## config.mk

```make
export PLATFORM = sky130hd
export DESIGN_NAME = muldiv_unit
export DESIGN_NICKNAME = d
export VERILOG_FILES = /design/src/rtl/muldiv_unit.sv
export SDC_FILE = /design/constraint.sdc
export NUM_CORES = 1
export LEC_CHECK = 0
export CAP_MARGIN = 40
export CORE_MARGIN = 2
export CORE_UTILIZATION = 47
export DETAILED_ROUTE_END_ITERATION = 8
export HOLD_SLACK_MARGIN = 0.05
export PLACE_DENSITY = 0.67
export SETUP_SLACK_MARGIN = 0.05
export SLEW_MARGIN = 10
export SYNTH_ARGS = -nofsm -noshare
export SYNTH_HDL_FRONTEND = slang
export SYNTH_SLANG_ARGS = --single-unit
```

## constraint.sdc

```tcl
create_clock -name clk_i -period 5.4 [get_ports clk_i]
set_clock_uncertainty 0.05 [all_clocks]
set_input_delay 1.08 -clock clk_i [delete_from_list [all_inputs] [get_ports clk_i]]
set_output_delay 1.08 -clock clk_i [all_outputs]
set_load 0.005 [all_outputs]
```

## src/rtl/muldiv_unit.sv

```systemverilog
// muldiv_unit: iterative RV32M/RV64M multiply/divide unit, one bit per cycle.
//
// Ports:
//   clk_i        clock, all state changes on the rising edge
//   reset_i      synchronous active-high reset
//   in_valid_i   request valid          in_ready_o  high only in IDLE
//   muldiv_op_i  funct3 (MUL..REMU)     in1_i/in2_i rs1/rs2 operands
//   kill_i       flush; aborts in-flight op and blocks acceptance
//   out_valid_o  result valid (DONE)    out_ready_i consumer accepts result
//   out_o        registered result, held until the next result or reset
//
// Multiply uses right-shifting shift-add on magnitudes; divide uses restoring
// division on magnitudes. Both share one 2*XLEN accumulator. Signs are fixed
// up on the last iteration, as the result is registered.
module muldiv_unit #(
    parameter int XLEN = 32
) (
    input  logic            clk_i,
    input  logic            reset_i,
    input  logic            in_valid_i,
    output logic            in_ready_o,
    input  logic [2:0]      muldiv_op_i,
    input  logic [XLEN-1:0] in1_i,
    input  logic [XLEN-1:0] in2_i,
    input  logic            kill_i,
    output logic            out_valid_o,
    input  logic            out_ready_i,
    output logic [XLEN-1:0] out_o
);
    localparam int CW = $clog2(XLEN);

    localparam logic [2:0] OP_MUL    = 3'b000;
    localparam logic [2:0] OP_MULH   = 3'b001;
    localparam logic [2:0] OP_MULHSU = 3'b010;
    localparam logic [2:0] OP_MULHU  = 3'b011;
    localparam logic [2:0] OP_DIV    = 3'b100;
    localparam logic [2:0] OP_DIVU   = 3'b101;
    localparam logic [2:0] OP_REM    = 3'b110;
    localparam logic [2:0] OP_REMU   = 3'b111;

    localparam logic [XLEN-1:0] INT_MIN = {1'b1, {(XLEN-1){1'b0}}};

    typedef enum logic [1:0] {IDLE, BUSY, DONE} state_t;

    // Latched request: op plus operand sign flags (already gated by signedness)
    typedef struct packed {
        logic [2:0] op;
        logic       neg1;
        logic       neg2;
    } req_t;

    state_t              state, state_nxt;
    req_t                req;
    logic [CW-1:0]       cnt;
    logic [2*XLEN-1:0]   acc;     // mul: {partial hi, multiplier}; div: {rem, quotient}
    logic [XLEN-1:0]     b_q;     // mul: multiplicand magnitude; div: divisor magnitude

    // ---------------- accept-side decode ----------------
    logic            sgn1, sgn2, neg1, neg2, is_div, div_zero, div_ovf, special, accept;
    logic [XLEN-1:0] mag1, mag2, special_res;

    always_comb begin
        sgn1     = !(muldiv_op_i inside {OP_MULHU, OP_DIVU, OP_REMU});
        sgn2     = muldiv_op_i inside {OP_MUL, OP_MULH, OP_DIV, OP_REM};
        neg1     = sgn1 && in1_i[XLEN-1];
        neg2     = sgn2 && in2_i[XLEN-1];
        // -INT_MIN wraps to INT_MIN, which is the correct unsigned magnitude
        mag1     = neg1 ? -in1_i : in1_i;
        mag2     = neg2 ? -in2_i : in2_i;
        is_div   = muldiv_op_i[2];
        div_zero = is_div && (in2_i == '0);
        div_ovf  = (muldiv_op_i inside {OP_DIV, OP_REM}) && (in1_i == INT_MIN) && (&in2_i);
        special  = div_zero || div_ovf;
        // op[1] distinguishes REM/REMU from DIV/DIVU
        if (div_zero) special_res = muldiv_op_i[1] ? in1_i : '1;
        else          special_res = muldiv_op_i[1] ? '0 : in1_i;
        accept   = (state == IDLE) && in_valid_i && !kill_i;
    end

    // ---------------- one iteration ----------------
    logic [XLEN:0]     mul_sum, div_shift, div_diff;
    logic              div_ge;
    logic [XLEN-1:0]   div_rem;
    logic [2*XLEN-1:0] acc_nxt;

    always_comb begin
        // shift-add: add multiplicand into the high half when multiplier LSB is set
        mul_sum   = {1'b0, acc[2*XLEN-1:XLEN]} + (acc[0] ? {1'b0, b_q} : '0);
        // restoring divide: bring in the next dividend bit, trial-subtract
        div_shift = {acc[2*XLEN-1:XLEN], acc[XLEN-1]};
        div_diff  = div_shift - {1'b0, b_q};
        div_ge    = !div_diff[XLEN];
        div_rem   = div_ge ? div_diff[XLEN-1:0] : div_shift[XLEN-1:0];
        if (req.op[2]) acc_nxt = {div_rem, acc[XLEN-2:0], div_ge};
        else           acc_nxt = {mul_sum, acc[XLEN-1:1]};
    end

    // ---------------- final sign fix-up / result select ----------------
    logic [2*XLEN-1:0] prod_s;
    logic [XLEN-1:0]   quo, rem, final_res;

    always_comb begin
        prod_s = (req.neg1 ^ req.neg2) ? -acc_nxt : acc_nxt;
        quo    = acc_nxt[XLEN-1:0];
        rem    = acc_nxt[2*XLEN-1:XLEN];
        case (req.op)
            OP_MUL:                      final_res = prod_s[XLEN-1:0];
            OP_MULH, OP_MULHSU, OP_MULHU: final_res = prod_s[2*XLEN-1:XLEN];
            OP_DIV, OP_DIVU:             final_res = (req.neg1 ^ req.neg2) ? -quo : quo;
            default:                     final_res = req.neg1 ? -rem : rem;  // REM/REMU
        endcase
    end

    // ---------------- FSM ----------------
    always_ff @(posedge clk_i) begin
        if (reset_i) state <= IDLE;
        else         state <= state_nxt;
    end

    always_comb begin
        state_nxt = state;
        case (state)
            IDLE: if (accept) state_nxt = special ? DONE : BUSY;
            BUSY: begin
                if (kill_i)                        state_nxt = IDLE;
                else if (cnt == CW'(XLEN-1))       state_nxt = DONE;
            end
            DONE: if (kill_i || out_ready_i)       state_nxt = IDLE;
            default:                               state_nxt = IDLE;
        endcase
    end

    assign in_ready_o  = (state == IDLE);
    assign out_valid_o = (state == DONE);

    // ---------------- datapath registers ----------------
    always_ff @(posedge clk_i) begin
        if (reset_i) begin
            req   <= '0;
            cnt   <= '0;
            acc   <= '0;
            b_q   <= '0;
            out_o <= '0;
        end else begin
            if (accept) begin
                req   <= '{op: muldiv_op_i, neg1: neg1, neg2: neg2};
                cnt   <= '0;
                acc   <= {{XLEN{1'b0}}, (is_div ? mag1 : mag2)};
                b_q   <= is_div ? mag2 : mag1;
                if (special) out_o <= special_res;
            end else if (state == BUSY && !kill_i) begin
                acc <= acc_nxt;
                cnt <= cnt + CW'(1);
                if (cnt == CW'(XLEN-1)) out_o <= final_res;
            end
        end
    end

endmodule

```

Word-level counts from Yosys, hierarchy flattened
Cells that the tools add are included.

Word-level logic and storage cells: 91. Input port bits: 72. Bits in writable memories: 0. Bits in registers: 140. Memory bits (read-only): 0. Latch bits: 0. Memories kept: 0.

Magnitude comparators: 0. Add/subtract/negate cells: 8. Divide/modulo/power cells: 0. Multiply operators: 0. Shift-type cells: 0. Reductions and logical operators: 28. Equality and inequality tests: 19. Multiplexer cells: 26. Bitwise operators: 1.

Operators by type and width (count): $mux W32 (17); $mux W64 (2); $neg A32 Y32 (4); $pmux W32 S3 (1); $neg A64 Y64 (1); $add A32 B32 Y33 (1); $sub A33 B32 Y33 (1); $eq A32 B32 Y1 const B (1); $logic_not A32 Y1 (1); $reduce_and A32 Y1 (1); $eq A3 B3 Y1 const B (6); $mux W2 (5); $eq A3 B2 Y1 const B (3); $logic_and A1 B1 Y1 (8); $eq A3 B1 Y1 const B (2); $logic_not A3 Y1 (2); $pmux W2 S3 (1); $reduce_and A3 Y1 (2); $reduce_bool A2 Y1 (3); $add A5 B1 Y5 const B (1); $eq A5 B5 Y1 const B (1); $ne A2 B1 Y1 const B (2); $reduce_bool A4 Y1 (1); $reduce_or A2 Y1 (2); 10 further kinds (13).

Longest topological paths before layout
Gate-level depths: netlist of the first run.

Depth after elaboration: 9. Depth in mapped cells: 24. Mapped depth without buffers: 23.

Least setup slack after synthesis of the first run
Ideal clock, no wire load.

Path kind: register -> register. From: register acc[31]. To: register out_o[12]. Data arrival time: 4.845 ns. Setup time: 0.132 ns. Stages on the path, launching flop included: 22. Path slack: 0.373 ns. Path buffers: 2. Cell sequence: dfxtp_1 inv_1 ha_1 fa_1 nand2b_1 a21oi_2 o21ai_2 a2111o_1 o211ai_4 clkbuf_1 clkbuf_1 o21ai_0 a21oi_1 ha_1 inv_1 nor4_4 nand2b_2 o41ai_2 xnor2_1 a222oi_1 o211a_1 nor3_1.

Cells in the longest elaborated chain, start to end: 9. Elaborated cells on any way between the ends: 14. Classes of those cells: 4 x add/sub; 9 x mux; 1 x reduce/logical.

Ends and longest elaborated chain: start, declared (line 55) `logic [2*XLEN-1:0] acc;`; start signal, assigned (line 148) `acc <= {{XLEN{1'b0}}, (is_div ? mag1 : mag2)};`; start signal, assigned (line 152) `acc <= acc_nxt;`; $sub A33 B32 Y33 (line 91) `div_diff = div_shift - {1'b0, b_q};`; $mux W32 or $logic_not A1 Y1 (tied branches) (line 93, 92); $mux W64 * (line 94) `if (req.op[2]) acc_nxt = {div_rem, acc[XLEN-2:0], div_ge};`; $neg A64 Y64, or another cell as far along (line 103) `prod_s = (req.neg1 ^ req.neg2) ? -acc_nxt : acc_nxt;`; $mux W64, or another cell as far along (line 103); $pmux W32 S3 * (line 106) `case (req.op)`; $mux W32 * (line 154) `if (cnt == CW'(XLEN-1)) out_o <= final_res;`; $mux W32 * (line 151) `end else if (state == BUSY && !kill_i) begin`; $mux W32 * (line 145) `if (accept) begin`; end signal, assigned (line 150) `if (special) out_o <= special_res;`; end signal, assigned (line 154); end, declared (line 28) `output logic [XLEN-1:0] out_o`.

Every way passes the cells marked *; elsewhere a longest branch is shown, timed or not. The select of a mux whose other input is x is not followed. A chain may end at the register's enable or synchronous reset.

Final worst setup path of the first run
From: register acc[31]. To: register out_o[9].

Same word-level chain as after synthesis.

==> flow_summary.json, run 1 <==
{
  "hold_violations": 0,
  "cts_max_level": 4,
  "grt_max_degree": 73,
  "synth_top_flop_cell": "dfxtp_1",
  "syn_to_final_growth_pct": 17.5,
  "cp.required_ns": 5.65,
  "path_clk_slew_ns": 0.07,
  "cts-root-buf": "clkbuf_16",
  "rr_worst_depth": 20,
  "nNetsFinal": 2571,
  "clock_latency_ns": 0.46,
  "rows": 67,
  "synth-async-reset-ratio_pct": 0,
  "first_global_vias": 17400,
  "overflow": 0,
  "synth_edf_count": 0,
  "gp_routability_congestion": 1.03,
  "cts_hold_buffers": 0,
  "dieHeight_um": 188,
  "drive_above_1_share_pct": 9.80,
  "hp-class": "reg -> reg",
  "synthDistinctLibCells": 98,
  "numCtsBuffers": 17,
  "crit_type": "reg -> reg",
  "setup_slack_ns": 0.227,
  "clkSinkCount": 140,
  "post-route-period-util_pct": 95.8,
  "cts_buffer_depth": 2,
  "finalSetupTns_ns": 0,
  "startpoint_type": "flip-flop",
  "fillCellCount": 3299,
  "die_area_sq_um": 35500,
  "antenna_left": 0,
  "synth_nets": 2475,
  "drtPass1Iterations": 6,
  "synth-seq-area-share_pct": 17.5,
  "antenna_found_initial": 1,
  "finalCriticalPeriod_ns": 5.17,
  "relSlewSlack_pct": 41.2,
  "syn_inst": 2330,
  "antenna_cells": 0,
  "slew_viol_final": 0,
  "synth_area_sq_um": 16000,
  "hold_start": "cnt[4]",
  "setup_violations": 0,
  "initial_core_util_pct": 47.7,
  "cts_tree": "done",
  "yosysWarningCount": 0,
  "drv_cap": 0,
  "core-area_sq_um": 33500,
  "io_pins": 106,
  "critPathMaxFanout": 9,
  "grt_use_total_pct": 40.6,
  "crit_start": "acc[31]",
  "wl_per_cell_um": 25.3,
  "rsz0062_at_grt": "true",
  "worst_pin_slew_ns": 0.876,
  "avgSynthCellArea_sq_um": 6.86,
  "die_x_um": 188,
  "dp_hpwl_um": 58200,
  "fmax_ghz": 0.193,
  "power_density_nw_per_um2": 219,
  "dpl_worst_slack_ns": 0.0705,
  "synth_seq_cells": 140,
  "portBuffers": 105,
  "drt_iter0_markers": 1939,
  "grt_pass1_wl_um": 109000,
  "peakVddDrop_mv": 0.232,
  "outcome": "completed",
  "vias": 18800,
  "power_leakage_nw": 6.96,
  "rr_startpoint": "acc[31]",
  "hold_depth": 2,
  "viasPerCell": 6.52,
  "cp.arrival_ns": 5.42,
  "wirelength_um": 73000,
  "end_kind": "flip-flop",
  "drc": 0
}
==> metrics by stage <==
step | cell area [sq um] | hold WS, ns | utilization (%) | instances | total power [mW]
after CTS | 18600 | 0.415 | 55.6 | 2882 | 4.02
after detailed placement | 18000 | 0.405 | 53.6 | 2850 | 2.68
after floorplan | 16000 | 0.390 | - | 2330 | 2.10
after global placement | 17900 | 0.398 | 53.4 | 2847 | 2.67
after global routing | 18800 | 0.448 | 56.0 | 2887 | 4.26
final | 18800 | 0.413 | 56.0 | 2887 | 4.12
==> area by class of cell <==
class	count	area, sq um	area share, %
clock buffers	23	468	2.49
inverters	70	263	1.40
well taps	448	561	2.98
multi-input cells	1957	12400	66.1
clock inverters	9	184	0.979
flip-flops and latches	140	2810	14.9
repair buffers	240	2090	11.1
==> cell usage after synthesis (69+ instances only) <==
cell type	instances	area (sq um)
nand2_1	284	1070
xor2_1	82	718
clkbuf_1	134	503
inv_1	69	259
xnor2_1	106	928
a21oi_1	252	1260
o21ai_0	122	611
dfxtp_1	140	2800
nor2_1	257	965
nor3_1	70	350
o211ai_1	81	608
ha_1	71	888
==> routing by layer <==
| metal | up-vias | global-route usage (%) | wire length [um] |
|---|---|---|---|
| li1 | 8693 | - | - |
| met1 | 8899 | 53.2 | 29800 |
| met2 | 1034 | 61.7 | 31400 |
| met3 | 183 | 8.81 | 7230 |
| met4 | 0 | 23.0 | 4630 |
| met5 | - | 0 | 0 |
==> cells by family after synthesis <==
| kind of cell | share of synthesized area (%) |
|---|---|
| fa+ha+maj | 6.62 |
| compound gates | 30.9 |
| xor+xnor | 10.3 |
| mux | 2.79 |
| buf+inv | 5.71 |
| simple gates | 26.1 |
| flops | 17.5 |
==> what timing repair did <==
action                                  in CTS  in global routing
gates resized for setup                      1                 28
hold endpoints to repair                     0                  0
buffers inserted                             0                  5
endpoints found under the setup margin       1                 23
pin swaps                                    0                 11
==> flip-flops by register name, indices dropped and copies added (netlist names) <==
register  flops
acc          64
cnt           5
state         2
out_o        32
req           5
b_q          32
==> path summary, 6_finish.rpt <==
kind	end	slack, ns
min reg2reg	cnt[4]	0.41
max	out_o[9]	0.23
min	cnt[4]	0.41
max reg2reg	out_o[9]	0.23
==> placed cells by master (no fill, tap or decap), types with 9 or more instances in the layout <==
| cell | n |
|---|---|
| xnor2_1 | 105 |
| o21ai_1 | 10 |
| nor4_1 | 22 |
| o21bai_1 | 9 |
| dfxtp_1 | 139 |
| nor3_1 | 69 |
| nand2b_1 | 19 |
| ha_1 | 71 |
| or4_1 | 9 |
| a221oi_1 | 18 |
| o21a_1 | 13 |
| nor2_1 | 254 |
| xor2_1 | 82 |
| o31ai_1 | 21 |
| and2_1 | 50 |
| o211ai_1 | 81 |
| or3_1 | 18 |
| o22ai_1 | 14 |
| buf_4 | 132 |
| a21oi_1 | 250 |
| o21ai_0 | 118 |
| or2_2 | 10 |
| maj3_1 | 13 |
| a21o_1 | 22 |
| nor2b_1 | 9 |
| inv_1 | 69 |
| nand4_1 | 35 |
| and3_1 | 15 |
| a211oi_1 | 55 |
| clkbuf_16 | 17 |
| nand3_1 | 44 |
| a31oi_1 | 31 |
| mux2i_1 | 40 |
| nand2_1 | 283 |
| clkdlybuf4s50_1 | 103 |
==> critical path: stages, from the launching register on <==
cell and delay (ns):
dfxtp_1 0.33, inv_1 0.06, ha_1 0.23, fa_1 0.41, nand2b_1 0.22, a21oi_4 0.22
o21ai_2 0.11, buf_4 0.17, a2111oi_4 0.41, o211a_2 0.37, buf_4 0.21, nor4_1 0.07
a311oi_2 0.44, nor3_1 0.10, buf_4 0.18, a21boi_0 0.43, buf_4 0.22, xnor2_1 0.19
o221ai_1 0.18, a21oi_1 0.31, nor4_1 0.10
==> power breakdown <==
part	leakage [nW]	internal, mW	switching, mW
sequential	1.14	1.07	0.0530
clock	0.312	0.848	0.521
combinational	5.51	0.584	1.04
(Power assumes the default switching activity.)
==> inputs of run 2 (changes only) <==
--- a/config.mk
+++ b/config.mk
@@ -10,7 +10,7 @@
 export CORE_UTILIZATION = 47
 export DETAILED_ROUTE_END_ITERATION = 8
 export HOLD_SLACK_MARGIN = 0.05
-export PLACE_DENSITY = 0.67
+export PLACE_DENSITY = 0.65
 export SETUP_SLACK_MARGIN = 0.05
 export SLEW_MARGIN = 10
 export SYNTH_ARGS = -nofsm -noshare
==> constraint.sdc (replaced) <==
create_clock -name clk_i -period 5.7 [get_ports clk_i]
set_clock_uncertainty 0.05 [all_clocks]
set_input_delay 1.14 -clock clk_i [delete_from_list [all_inputs] [get_ports clk_i]]
set_output_delay 1.14 -clock clk_i [all_outputs]
set_load 0.005 [all_outputs]
==> run 2 against run 1 <==
  * Critical path depth up 3
  * Clock power fell by 15%
  * Sequential share of layout area is 0.33 points higher
  * Sequential power fell by 5%
  * Setup slack improved by 0.092 ns
  * Largest power group unchanged
==> flow_summary.json, run 2 (synthesis results as in run 1) <==
{
  "cts-root-buf": "clkbuf_16",
  "numCtsBuffers": 17,
  "startpoint_type": "flip-flop",
  "rsz0062_at_grt": "true",
  "hp-class": "reg -> reg",
  "grt_use_total_pct": 37.8,
  "power_density_nw_per_um2": 200,
  "die_area_sq_um": 35500,
  "nNetsFinal": 2534,
  "antenna_cells": 0,
  "drt_iter0_markers": 2312,
  "post-route-period-util_pct": 94.4,
  "portBuffers": 105,
  "final_cell_mix": "284 x nand2_1, 255 x nor2_1, 251 x a21oi_1",
  "hold_violations": 0,
  "dp_hpwl_um": 53500,
  "critPathMaxFanout": 6,
  "relSlewSlack_pct": 39.5,
  "finalCriticalPeriod_ns": 5.38,
  "io_pins": 106,
  "first_global_vias": 17300,
  "path_clk_slew_ns": 0.07,
  "power_leakage_nw": 6.73,
  "drv_cap": 0,
  "dieHeight_um": 188,
  "syn_to_final_growth_pct": 15.0,
  "cts_tree": "done",
  "regMostFlops": "acc",
  "finalSetupTns_ns": 0,
  "largest_register_ff_count": 64,
  "initial_core_util_pct": 47.7,
  "multi_input_area_sq_um": 12300,
  "crit_type": "reg -> reg",
  "slew_viol_final": 0,
  "clkSinkCount": 140,
  "wl_per_cell_um": 24.1,
  "drtPass1Iterations": 7,
  "clock_latency_ns": 0.44,
  "worst_pin_slew_ns": 0.904,
  "cts_buffer_depth": 2,
  "setup_violations": 0,
  "cp.arrival_ns": 5.65,
  "gp_routability_congestion": 1.07,
  "wirelength_um": 68600,
  "grt_max_degree": 76,
  "seqCellArea_sq_um": 2810,
  "stdcell_count": 2850,
  "vias": 18400,
  "cts_max_level": 4,
  "dp_cells": 2816,
  "fmax_ghz": 0.186,
  "grt_pass1_wl_um": 104000,
  "overflow": 0,
  "viasPerCell": 6.47,
  "rows": 67,
  "antenna_left": 0,
  "outcome": "completed",
  "antenna_found_initial": 1,
  "core-area_sq_um": 33500,
  "drive_above_1_share_pct": 7.91,
  "fillCellCount": 3318,
  "final_common_cell": "nand2_1",
  "cp.required_ns": 5.97,
  "end_kind": "flip-flop",
  "reg.largest.list": "acc (64), b_q (32), out_o (32)",
  "die_x_um": 188,
  "drc": 0,
  "peakVddDrop_mv": 0.227
}
## run 2: changes by cell type in the layout (fill, tap and decap cells not counted), moves of 2 or more
cell        delta
o21ai_0        +4
inv_8          +2
o21ai_1        -3
inv_6          +3
clkbuf_1       -3
clkinvlp_4     +2
buf_4         -39
bufinv_16      -4
## run 2: final timing paths
kind                               from         to  slack, ns  cells past startpoint
worst max register to register  acc[31]  out_o[12]       0.32                     23
worst max-delay path            acc[31]  out_o[12]       0.32                     23
worst min-delay path             cnt[4]     cnt[4]       0.41                      2
worst min register to register   cnt[4]     cnt[4]       0.41                      2
## run 2: per-stage QoR
stage	worst slack, ns	power (mW)	hold WS (ns)	utilization, %	cell area (sq um)
after floorplan	0.673	1.99	0.390	-	16000
after global placement	0.410	2.47	0.393	52.7	17700
after detailed placement	0.329	2.48	0.405	52.9	17700
after CTS	0.304	3.62	0.414	54.6	18300
after global routing	-0.0519	3.82	0.435	54.8	18400
final	0.319	3.68	0.412	54.8	18400
## run 2: worst max-delay path: stages, from the launching register on
cell,delay (ns)
dfxtp_1,0.40
inv_1,0.08
ha_1,0.23
fa_1,0.41
nand2b_1,0.22
a21oi_4,0.24
o21ai_2,0.17
a2111o_1,0.45
o211ai_4,0.11
nor2_2,0.08
nor2_1,0.19
ha_1,0.24
nand2_1,0.12
nor4_4,0.29
and4_1,0.28
nand3_1,0.14
nor2_2,0.19
nand4_1,0.19
nor4_2,0.41
nor2_1,0.09
xor2_1,0.16
a222oi_1,0.30
o211a_1,0.17
nor3_1,0.05
## run 2: area by class of cell
cell class	count	share of cell area, %
inverters	70	1.43
repair buffers	203	9.96
multi-input cells	1957	67.1
clock inverters	12	0.674
clock buffers	20	2.55
flip-flops and latches	140	15.3
well taps	448	3.05
## run 2: metal layers
layer / vias to the layer above / track usage, % / share of wire, %
li1: 8622 / - / -
met1: 8656 / 48.8 / 41
met2: 972 / 60.1 / 44
met3: 180 / 7.41 / 9.4
met4: 2 / 19.3 / 5.4
met5: - / 0 / 0.016
## run 2: repair_timing
item	CTS	global route
gates resized for setup	0	7
setup endpoints to repair	0	10
hold buffers	0	0
setup buffers	0	1
## run 2: power breakdown
group          switching, mW  leakage (nW)  internal (mW)
registers             0.0502          1.14           1.02
logic                  0.926          5.31          0.522
clock network          0.512         0.283          0.650
total                   1.49          6.73           2.19
